**src/rtl/i2c_bus_arbiter.sv**
```systemverilog
// i2c_bus_arbiter: round-robin arbiter that hands one shared I2C bus engine
// to one of NUM_REQ requesters at a time, with a per-phase watchdog.
//
// Ports:
//   clk_I2C    in   sole clock, rising edge
//   reset_n    in   asynchronous active-low reset
//   req_en     in   [NUM_REQ]     per-requester request, held until done/error
//   req_wr     in   [NUM_REQ]     per-requester write/read select
//   req_wdata  in   [32*NUM_REQ]  write data, slice i = [32i+31:32i]
//   req_rdata  in   [32*NUM_REQ]  read-address word, same slicing
//   req_NM     in   [5*NUM_REQ]   byte count, slice i = [5i+4:5i]
//   grant      out  [NUM_REQ]     one-hot bus owner, zero when idle
//   req_done   out  [NUM_REQ]     one-cycle completion pulse to the owner
//   req_error  out  [NUM_REQ]     one-cycle watchdog-abort pulse to the owner
//   bus_en     out  enable to the bus engine
//   bus_wr, bus_wdata, bus_rdata, bus_NM  out  captured transaction fields
//   bus_done   in   completion from the bus engine
//   bus_busy   out  high whenever the arbiter is not idle

module i2c_bus_arbiter #(
    parameter int unsigned NUM_REQ   = 2,
    parameter logic [15:0] WD_CYCLES = 16'd60000
) (
    input  logic                   clk_I2C,
    input  logic                   reset_n,
    input  logic [NUM_REQ-1:0]     req_en,
    input  logic [NUM_REQ-1:0]     req_wr,
    input  logic [32*NUM_REQ-1:0]  req_wdata,
    input  logic [32*NUM_REQ-1:0]  req_rdata,
    input  logic [5*NUM_REQ-1:0]   req_NM,
    output logic [NUM_REQ-1:0]     grant,
    output logic [NUM_REQ-1:0]     req_done,
    output logic [NUM_REQ-1:0]     req_error,
    output logic                   bus_en,
    output logic                   bus_wr,
    output logic [31:0]            bus_wdata,
    output logic [31:0]            bus_rdata,
    output logic [4:0]             bus_NM,
    input  logic                   bus_done,
    output logic                   bus_busy
);

    localparam int IW = (NUM_REQ > 1) ? $clog2(NUM_REQ) : 1;

    typedef enum logic [1:0] {
        S_IDLE,
        S_GRANT,
        S_ACTIVE,
        S_RELEASE
    } state_t;

    state_t              state_q, state_d;
    logic [NUM_REQ-1:0]  grant_q, grant_d;
    logic [NUM_REQ-1:0]  done_q, done_d;
    logic [NUM_REQ-1:0]  err_q, err_d;
    logic                bus_en_q, bus_en_d;
    logic                wr_q, wr_d;
    logic [31:0]         wdata_q, wdata_d;
    logic [31:0]         rdata_q, rdata_d;
    logic [4:0]          nm_q, nm_d;
    logic [IW-1:0]       owner_q, owner_d;
    logic [IW-1:0]       last_q, last_d;
    logic [15:0]         cnt_q, cnt_d;

    logic [31:0]         wdata_a [NUM_REQ];
    logic [31:0]         rdata_a [NUM_REQ];
    logic [4:0]          nm_a    [NUM_REQ];

    logic [IW-1:0]       win;
    logic [IW-1:0]       hi_idx;
    logic [IW-1:0]       lo_idx;
    logic                hi_hit;
    logic                wd_hit;

    for (genvar g = 0; g < NUM_REQ; g++) begin : g_unpack
        assign wdata_a[g] = req_wdata[32*g +: 32];
        assign rdata_a[g] = req_rdata[32*g +: 32];
        assign nm_a[g]    = req_NM[5*g +: 5];
    end

    // Round-robin: the lowest requester above last wins; if none, wrap
    // around to the lowest requester overall. The downward scan leaves
    // the lowest matching index in each candidate.
    always_comb begin
        hi_hit = 1'b0;
        hi_idx = '0;
        lo_idx = '0;
        for (int i = NUM_REQ - 1; i >= 0; i--) begin
            if (req_en[i]) begin
                lo_idx = IW'(i);
                if (i > int'(last_q)) begin
                    hi_hit = 1'b1;
                    hi_idx = IW'(i);
                end
            end
        end
        win = hi_hit ? hi_idx : lo_idx;
    end

    // The counter holds the number of edges already spent in the phase,
    // so expiry fires on the edge that completes the WD_CYCLES-th cycle.
    assign wd_hit = (cnt_q == WD_CYCLES - 16'd1);

    always_comb begin
        state_d  = state_q;
        grant_d  = grant_q;
        done_d   = '0;
        err_d    = '0;
        bus_en_d = bus_en_q;
        wr_d     = wr_q;
        wdata_d  = wdata_q;
        rdata_d  = rdata_q;
        nm_d     = nm_q;
        owner_d  = owner_q;
        last_d   = last_q;

        unique case (state_q)
            S_IDLE: begin
                if (|req_en) begin
                    grant_d      = '0;
                    grant_d[win] = 1'b1;
                    owner_d      = win;
                    wr_d         = req_wr[win];
                    wdata_d      = wdata_a[win];
                    rdata_d      = rdata_a[win];
                    nm_d         = nm_a[win];
                    state_d      = S_GRANT;
                end
            end
            S_GRANT: begin
                bus_en_d = 1'b1;
                state_d  = S_ACTIVE;
            end
            S_ACTIVE: begin
                // Completion wins over a coincident watchdog expiry.
                if (bus_done) begin
                    bus_en_d        = 1'b0;
                    done_d[owner_q] = 1'b1;
                    last_d          = owner_q;
                    state_d         = S_RELEASE;
                end else if (wd_hit) begin
                    bus_en_d       = 1'b0;
                    err_d[owner_q] = 1'b1;
                    last_d         = owner_q;
                    state_d        = S_RELEASE;
                end
            end
            S_RELEASE: begin
                if (!req_en[owner_q] || wd_hit) begin
                    grant_d = '0;
                    state_d = S_IDLE;
                end
            end
            default: begin
                grant_d  = '0;
                bus_en_d = 1'b0;
                state_d  = S_IDLE;
            end
        endcase

        if (state_d != state_q) begin
            cnt_d = '0;
        end else if (state_q == S_ACTIVE || state_q == S_RELEASE) begin
            cnt_d = cnt_q + 16'd1;
        end else begin
            cnt_d = cnt_q;
        end
    end

    always_ff @(posedge clk_I2C or negedge reset_n) begin
        if (!reset_n) begin
            state_q  <= S_IDLE;
            grant_q  <= '0;
            done_q   <= '0;
            err_q    <= '0;
            bus_en_q <= 1'b0;
            wr_q     <= 1'b0;
            wdata_q  <= '0;
            rdata_q  <= '0;
            nm_q     <= '0;
            owner_q  <= '0;
            last_q   <= IW'(NUM_REQ - 1);
            cnt_q    <= '0;
        end else begin
            state_q  <= state_d;
            grant_q  <= grant_d;
            done_q   <= done_d;
            err_q    <= err_d;
            bus_en_q <= bus_en_d;
            wr_q     <= wr_d;
            wdata_q  <= wdata_d;
            rdata_q  <= rdata_d;
            nm_q     <= nm_d;
            owner_q  <= owner_d;
            last_q   <= last_d;
            cnt_q    <= cnt_d;
        end
    end

    assign grant     = grant_q;
    assign req_done  = done_q;
    assign req_error = err_q;
    assign bus_en    = bus_en_q;
    assign bus_wr    = wr_q;
    assign bus_wdata = wdata_q;
    assign bus_rdata = rdata_q;
    assign bus_NM    = nm_q;
    assign bus_busy  = (state_q != S_IDLE);

endmodule

```
**config.mk**
```make
export PLATFORM = sky130hd
export DESIGN_NAME = i2c_bus_arbiter
export DESIGN_NICKNAME = d
export VERILOG_FILES = /design/src/rtl/i2c_bus_arbiter.sv
export SDC_FILE = /design/constraint.sdc
export NUM_CORES = 1
export LEC_CHECK = 0
export ABC_AREA = 1
export BUFFER_PORTS_ARGS = -buffer_cell sky130_fd_sc_hd__buf_2
export CAP_MARGIN = 20
export CORE_MARGIN = 1.5
export CORE_UTILIZATION = 42
export DETAILED_ROUTE_END_ITERATION = 8
export PLACE_DENSITY = 0.76
export SETUP_SLACK_MARGIN = 0.05
export SLEW_MARGIN = 10
export SYNTH_ARGS = -nofsm -noshare
export SYNTH_HDL_FRONTEND = slang
export SYNTH_SLANG_ARGS = --single-unit
```
**constraint.sdc**
```tcl
create_clock -name clk_I2C -period 1.9 [get_ports clk_I2C]
set_input_delay 0.285 -clock clk_I2C [delete_from_list [all_inputs] [get_ports clk_I2C]]
set_output_delay 0.285 -clock clk_I2C [all_outputs]
set_load 0.05 [all_outputs]
```
==> After elaboration in Yosys (flattened, before gate mapping) <==
Index checks and enable logic that the tools add are counted.
{ "word_totals": {"reg_bits": 97, "latchBits": 0, "ram_bits": 0, "rom_bits": 0, "inputBits": 145, "output_inout_bits": 78, "word_cells": 86, "n_memories": 0} }
{ "classes": {"add_sub_neg": 1, "multipliers": 0, "div": 0, "order_cmp": 6, "eq_ne": 8, "n_shift": 0, "n_mux": 42, "bitwise_logic": 1, "n_reduce_logical": 16} }
{ "op_table": {"columns": ["cell", "count"], "rows": [
  ["two-way mux 32 bit", 6],
  ["two-way mux 16 bit", 2],
  ["two-way mux 2 bit", 11],
  ["adder 16 x 1 -> 16 bit (second input constant)", 1],
  ["equality test 16 bit (second input constant)", 1],
  ["two-way mux 1 bit", 15],
  ["two-way mux 5 bit", 3],
  ["nonzero test 2 bit", 5],
  ["case mux 2 bit (4 select lines)", 1],
  ["AND reduction 2 bit", 3],
  ["equality test 2 bit (second input constant)", 2],
  ["less-than comparator 1 x 2 -> 1 bit (second input constant)", 2],
  ["inequality test 2 bit (second input constant)", 2],
  ["case mux 2 bit (2 select lines)", 1],
  ["inequality test 3 bit (second input constant)", 1],
  ["AND reduction 3 bit", 1],
  ["demux 1 bit (select 1 bit)", 2],
  ["equality test 2 x 1 -> 1 bit (second input constant)", 1],
  ["greater-or-equal comparator 1 bit (second input constant)", 2],
  ["greater-or-equal comparator 2 bit (second input constant)", 1],
  ["logical AND 1 bit", 2],
  ["zero test 2 bit", 1],
  ["logical OR 1 bit", 2],
  ["inequality test 2 bit", 1],
  ["other kinds (5)", 5]
]} }

==> Logic depth before layout (Yosys ltp) <==
Gate-level depths: netlist of run 1.
{ "depth": {"word_depth": 10, "depth_mapped": 15} }

==> Worst setup path after synthesis of run 1 <==
No wires, ideal clock.
{ "synth_timing": {"path_type": "register to register", "startpoint": "reg state_q[0]", "endpoint": "reg rdata_q[5], in the netlist bus_rdata[5]", "t_arrival_ps": 1822, "required_time_ps": 1817, "setup_slack_ps": -4, "stages_incl_launch_ff": 9, "n_path_buf": 1, "period_less_slack_ps": 1904, "path_cell_list": "dfrtp_1 -> inv_1 -> ha_1 -> inv_1 -> nor2_2 -> inv_2 -> clkbuf_1 -> nand2_1 -> o21ai_0"} }
{ "synth_between": {"elab_chain_cells": 2} }
{ "synth_lines": {"columns": ["item", "line_no", "text"], "rows": [
  ["start: declaration", "52", "state_t state_q, state_d;"],
  ["start signal: assignment", "185", "state_q <= state_d;"],
  ["zero test 2 bit", "117", "unique case (state_q)"],
  ["AND reduction 2 bit (no source line)", null, null],
  ["end signal: assignment", "192", "rdata_q <= rdata_d;"],
  ["end: declaration", "59", "logic [31:0] rdata_q, rdata_d;"]
]} }
No other way between the ends.
A chain may end at the register's enable or synchronous reset.

==> Worst setup path in the final report of run 1 <==
{ "layout_timing": {"startpoint": "reg state_q[1]", "endpoint": "reg cnt_q[12]"} }
{ "layout_between": {"elab_chain_cells": 5} }
{ "layout_lines": {"columns": ["item", "line_no", "text"], "rows": [
  ["two-way mux 2 bit", "141", "end else if (wd_hit) begin"],
  ["two-way mux 2 bit", "136", "if (bus_done) begin"],
  ["case mux 2 bit (4 select lines)", "117", null],
  ["inequality test 2 bit", "161", "if (state_d != state_q) begin"],
  ["two-way mux 16 bit or nonzero test 2 bit (tied branches)", null, null],
  ["end signal: assignment", "196", "cnt_q <= cnt_d;"],
  ["end: declaration", "63", "logic [15:0] cnt_q, cnt_d;"]
]} }
Parallel ways exist; a longest one is shown, timed or not.

==> results of run 1 <==
-- metal layers --
layer	vias to the layer above	wire (um)
met5	-	0
met4	0	172
met3	18	986
met2	169	7420
met1	2310	5540
li1	2326	-
-- per-stage QoR --
| stage | util | setup TNS, ps |
|---|---|---|
| 2_1_floorplan | - | 0 |
| 3_3_place_gp | 0.554 | 0 |
| 3_5_place_dp | 0.554 | 0 |
| 4_1_cts | 0.580 | 0 |
| 5_1_grt | 0.600 | -49.5 |
| 6_report | 0.600 | 0 |
-- layout make-up --
class,count,area (um^2),area share
clock buffers,11,141,0.0217
clock inverters,5,55.1,0.00843
inverters,27,115,0.0176
multi-input cells,416,2140,0.328
flip-flops and latches,97,2430,0.372
well taps,140,175,0.0268
repair buffers,251,1470,0.225
-- tightest hold or removal path, delay by kind of cell --
kind	cells	cell delay, ps
AND/OR/NAND/NOR	1	30
AO/OA/AOI/OAI	1	110
buffers and inverters	1	70
-- timing repair --
action                                  CTS  global route
buffers inserted                          3            10
pin swaps                                 1            14
hold buffers                              1             0
resized for setup                         6            30
endpoints found under the setup margin   25            87
hold endpoints to repair                 34             0
cloned                                    1             2
-- cells by family after synthesis --
group	Yosys count	share of synthesized area
DFF	97	0.514
and+or+nand+nor	249	0.240
AOI/OAI and AO/OA	155	0.168
adders and majority gates	5	0.0132
buffers and inverters	58	0.0519
xor gates and xnor gates	7	0.0130
-- synth_stat cells (2+ instances only) --
master	n	area (um^2)
nand2_1	109	409
nor2_2	8	50.1
nand3_1	10	50.1
inv_2	5	18.8
o31ai_1	2	15.0
inv_1	21	78.8
o21ai_0	147	736
nor3_1	4	20.0
xor2_1	5	43.8
nand2_2	6	37.5
ha_1	5	62.6
nand4_1	6	37.5
dfrtp_1	96	2400
nor4_1	2	12.5
nor2_4	10	113
clkbuf_1	28	105
nand3_2	4	40.0
xnor2_1	2	17.5
nor2_1	87	327
nor3_2	2	20.0
-- power by group --
group | total, mW | leakage [nW] | internal [mW] | switching (mW)
logic | 7.21 | 1.92 | 2.03 | 5.18
clock network | 1.35 | 0.0953 | 0.641 | 0.713
registers | 3.43 | 1.21 | 2.92 | 0.511
-- final timing paths --
| kind | endpoint | slack [ps] |
|---|---|---|
| max in group asynchronous | last_q | 810 |
| hold reg to reg | bus_NM[2] | 490 |
| setup reg to reg | cnt_q[12] | 80 |
| setup / recovery | cnt_q[12] | 80 |
| min in group asynchronous | bus_rdata[18] | 440 |
| hold / removal | bus_wdata[8] | 190 |
-- cell usage in the layout (no fill, tap or decap), types with 3 or more instances in the layout --
| cell | count |
|---|---|
| nand3_2 | 6 |
| buf_4 | 20 |
| ha_4 | 3 |
| clkbuf_8 | 10 |
| clkinvlp_4 | 3 |
| buf_2 | 220 |
| dfrtp_1 | 94 |
| inv_2 | 4 |
| nand4_1 | 6 |
| nand3_1 | 8 |
| o21ai_0 | 141 |
| o21ai_1 | 7 |
| nor2_1 | 87 |
| nand2_1 | 104 |
| xor2_1 | 5 |
| buf_12 | 5 |
| nor2_2 | 4 |
| nor2_4 | 14 |
| nor3_1 | 4 |
| inv_1 | 17 |
| nand2_2 | 11 |
| inv_4 | 4 |
-- flip-flops by register name (all words and copies together), names as in the netlist --
register,flops
bus_NM,5
bus_en,1
bus_rdata,32
bus_wdata,32
bus_wr,1
cnt_q,16
grant,2
last_q,1
owner_q,1
req_done,2
req_error,2
state_q,2
==> results.py, run 1 <==
metrics = {
    "status": {
        "status": "completed",
    },
    "cts": {
        "numCtsBuffers": 9,
        "clkTransAtPathRegs_ps": 90,
        "cts-htree-levels": 3,
        "ctsRootBufferMaster": "clkbuf_8",
        "clk_latency_ps": 360,
        "cts_tree": "built",
        "max-clock-path-buffers": 2,
        "cts.sinks": 97,
    },
    "synth": {
        "avgSynthCellArea_um2": 8.27,
        "syn_inst": 571,
        "yosys_warnings": 0,
        "syn_area_mm2": 0.00472,
        "synth_seq_cells": 97,
        "synth_ff_type": "dfrtp_1",
        "synth_edf_count": 0,
        "syn_nets": 721,
        "ys_seq_area_frac": 0.514,
        "synthArstFlopShare": 1.00,
        "ys_types": 32,
    },
    "timing": {
        "final.period_utilization": 0.959,
        "post-route-min-period_ps": 1820,
        "hold_violations": 0,
        "max_freq_mhz": 549,
        "drv_slew": 0,
        "max_slew_margin": 0.594,
        "worst_slack_ps": 78.6,
        "rsz0062_at_grt": "true",
        "setup_viol": 0,
        "whs_ps": 187,
        "fin_skew_ps": 11.4,
        "worst-slew-pin-transition_ps": 609,
    },
    "grt": {
        "grt_pass1_vias": 4596,
        "grt_use_met2": 0.397,
        "grt_max_degree": 73,
        "grtUsageMet3": 0.0687,
        "use_met1": 0.281,
        "grt_overflow_total": 0,
        "grt_use_total": 0.233,
        "grt_pass1_wl_um": 21500,
        "grt.busiest_layer": "met2",
        "antenna_found_initial": 1,
    },
    "placed_design": {
        "dpl.hpwl_um": 9670,
        "dp_slack_ps": 0.541,
        "dpl-instance-area_mm2": 0.00604,
        "place.gp.congestion": 0.856,
        "placedCellCount": 914,
        "portBuffers": 222,
    },
    "min_path": {
        "min_from": "req_wdata[40]",
        "hp-class": "in2reg",
        "hold_depth": 3,
    },
    "drt": {
        "viasPerCell": 5.09,
        "drtAntennaViolNets": 0,
        "drt-initial-drc-count": 288,
        "wire_per_inst_um": 14.9,
        "wl_um": 14100,
        "drc": 0,
        "vias": 4823,
        "firstDrtPassIters": 5,
    },
    "critical_path": {
        "critPathBufInv": 1,
        "cp.required_ps": 2190,
        "path_depth": 10,
        "crit_top_cell": "nor2_4",
        "cp_cell_sequence": "ha_4, buf_6, nor2_4, nor3_4, nand3_2, nor2_4, nand3_2, o21bai_1, nand2_2, nor2_4",
        "worst-setup-path-type": "reg2reg",
        "cp_data_arrival_time_ps": 2110,
        "r2r_start": "state_q[1]",
        "cpPeakStageDelay_ps": 490,
        "cp-start-kind": "flip-flop",
        "critPathMaxFanout": 5,
        "r2r_cells": 10,
        "crit_slowest_cell": "dfrtp_2",
        "end_kind": "flip-flop",
        "critPathLaunch": "state_q[1]",
        "path_delay_family": "simple AND/OR/NAND/NOR gates",
    },
    "final_layout": {
        "final_cell_area_mm2": 0.00653,
        "fill_cells": 945,
        "areaGrowthSynthToFinish_pct": 38.2,
        "diodes": 0,
        "drive_gt1_frac": 0.398,
        "finalNonFillerCells": 947,
        "final_nets": 952,
    },
    "floorplanning": {
        "ioPinCount": 223,
        "coreArea_mm2": 0.0109,
        "start_util": 0.434,
        "die_area_mm2": 0.0119,
        "rows": 38,
        "die_h_um": 109,
        "die_w_um": 109,
    },
    "power": {
        "power_density_mw_per_mm2": 1840,
        "finalPower_mw": 12.0,
        "ir_drop_uv": 1080,
        "leakage_nw": 3.23,
    },
    "flow_run": {
        "drv_cap": 0,
    },
}
Power figures use the tool's default switching activity.
==> run 2: changes to the inputs <==
- CORE_MARGIN: 1.5 -> not set
- PLACE_DENSITY: 0.76 -> 0.86
==> run 2 against run 1 <==
Count of clock-buffer cells in the layout up 2. Clock power up 15%. Cell count stayed put. Largest power group unchanged. Power is 2.8% higher. Sequential power barely moved. Clock skew shrank 2.5 ps. Die area shrank 1.8%. Combinational power rose by 2%.
==> results.py, run 2 (same netlist as run 1, synthesis figures left out) <==
metrics = {
    "cts": {
        "numCtsBuffers": 9,
        "clkTransAtPathRegs_ps": 90,
        "cts.sinks": 97,
        "ctsRootBufferMaster": "clkbuf_8",
        "cts_tree": "built",
        "clk_latency_ps": 350,
        "max-clock-path-buffers": 2,
        "cts-htree-levels": 3,
    },
    "critical_path": {
        "critPathMaxFanout": 4,
        "cp_data_arrival_time_ps": 2100,
        "worst-setup-path-type": "reg2reg",
        "cp-start-kind": "flip-flop",
        "crit_top_cell": "inv_2",
        "cp_cell_sequence": "inv_2, buf_6, ha_4, clkinvlp_4, buf_4, nand2_2, nand3_1, nand2_1, inv_2, nand3_4, clkbuf_16, nor2_4",
        "cp.required_ps": 2150,
        "cpPeakStageDelay_ps": 450,
        "crit_slowest_cell": "dfrtp_1",
        "end_kind": "flip-flop",
    },
    "drt": {
        "wl_um": 13900,
        "drtAntennaViolNets": 0,
        "drc": 0,
        "firstDrtPassIters": 5,
        "wire_per_inst_um": 14.7,
        "drt-initial-drc-count": 256,
        "vias": 4841,
        "viasPerCell": 5.11,
    },
    "timing": {
        "fin_skew_ps": 8.84,
        "hold_violations": 0,
        "drv_slew": 0,
        "final.period_utilization": 0.977,
        "rsz0062_at_grt": "true",
        "post-route-min-period_ps": 1860,
        "worst-slew-pin-transition_ps": 586,
        "max_freq_mhz": 539,
        "max_slew_margin": 0.609,
        "setup_viol": 0,
    },
    "final_layout": {
        "final_cell_mix": "220 x buf_2, 112 x o21ai_0, 107 x nand2_1",
        "finalNonFillerCells": 947,
        "drive_gt1_frac": 0.393,
        "final_nets": 953,
        "fill_cells": 928,
        "areaGrowthSynthToFinish_pct": 39.5,
        "diodes": 0,
        "regArea_mm2": 0.00243,
        "multi_input_area_mm2": 0.00213,
        "final_util": 0.605,
        "final_cell_area_mm2": 0.00659,
        "final_common_cell": "buf_2",
    },
    "placed_design": {
        "place.gp.congestion": 0.879,
        "placedCellCount": 917,
        "dpl.hpwl_um": 9220,
        "dpl-instance-area_mm2": 0.00608,
        "portBuffers": 222,
    },
    "grt": {
        "grt_pass1_vias": 4464,
        "antenna_found_initial": 1,
        "grt_use_total": 0.224,
        "grt_max_degree": 72,
        "grt_overflow_total": 0,
        "grt_pass1_wl_um": 20500,
    },
    "floorplanning": {
        "coreArea_mm2": 0.0109,
        "rows": 38,
        "die_w_um": 108,
        "ioPinCount": 223,
        "die_area_mm2": 0.0117,
        "start_util": 0.434,
        "die_h_um": 108,
    },
    "power": {
        "leakage_nw": 3.25,
        "ir_drop_uv": 1200,
        "finalPower_mw": 12.3,
        "power_density_mw_per_mm2": 1870,
    },
    "status": {
        "status": "completed",
    },
    "min_path": {
        "hp-class": "in2reg",
    },
    "flow_run": {
        "drv_cap": 0,
    },
}
run 2: area by class of cell:
type | instances | share of cell area
timing repair buffer | 252 | 0.231
clock inverter | 2 | 0.00911
sequential | 97 | 0.369
multi-input combinational | 416 | 0.323
inverter | 27 | 0.0159
tap | 140 | 0.0266
clock buffer | 13 | 0.0256
run 2: path summary, 6_finish.rpt:
kind	from	endpoint	slack [ps]	cells after the start
setup / recovery	state_q[0]	cnt_q[6]	40	12
hold / removal	req_rdata[47]	bus_rdata[15]	170	3
setup reg to reg	state_q[0]	cnt_q[6]	40	12
hold reg to reg	bus_wdata[28]	bus_wdata[28]	480	2
max in group asynchronous	reset_n	bus_wdata[13]	900	3
min in group asynchronous	reset_n	cnt_q[12]	450	3
run 2: power breakdown:
group	internal [mW]	total (mW)	switching, mW	leakage [nW]
clock network	0.845	1.55	0.707	0.116
registers	2.92	3.42	0.498	1.21
logic	2.14	7.36	5.22	1.93
total	5.91	12.3	6.43	3.25
run 2: per-stage QoR:
step                setup WS [ps]  hold WS [ps]  setup TNS, ps
finish                       43.4           171              0
global route                -63.4           180           -507
CTS                          66.1           192              0
detailed placement            101           291              0
global placement              165           289              0
floorplan                    43.6         -10.6              0
run 2: repair_timing:
item,in CTS,in global routing
endpoints found under the setup margin,1,66
endpoints found under the hold margin,49,0
pin swaps,0,19
buffers inserted,0,10
resized for setup,1,57
hold buffers,1,0
gates cloned,0,4
run 2: worst max-delay path, delay by kind of cell (launching register included):
family                     cells  cell delay, ps
adders and majority gates      1             160
DFF                            1             450
buffers and inverters          6             770
and+or+nand+nor                5             380
run 2: metal layers:
layer  part of all wire  global-route usage  vias to the layer above  wire length [um]
met3              0.063              0.0434                       25               878
met5            0.00093                   0                        -                13
met1               0.41               0.275                     2294              5650
met2               0.51               0.382                      188              7060
li1                   -                   -                     2332                 -
met4              0.023              0.0959                        2               319
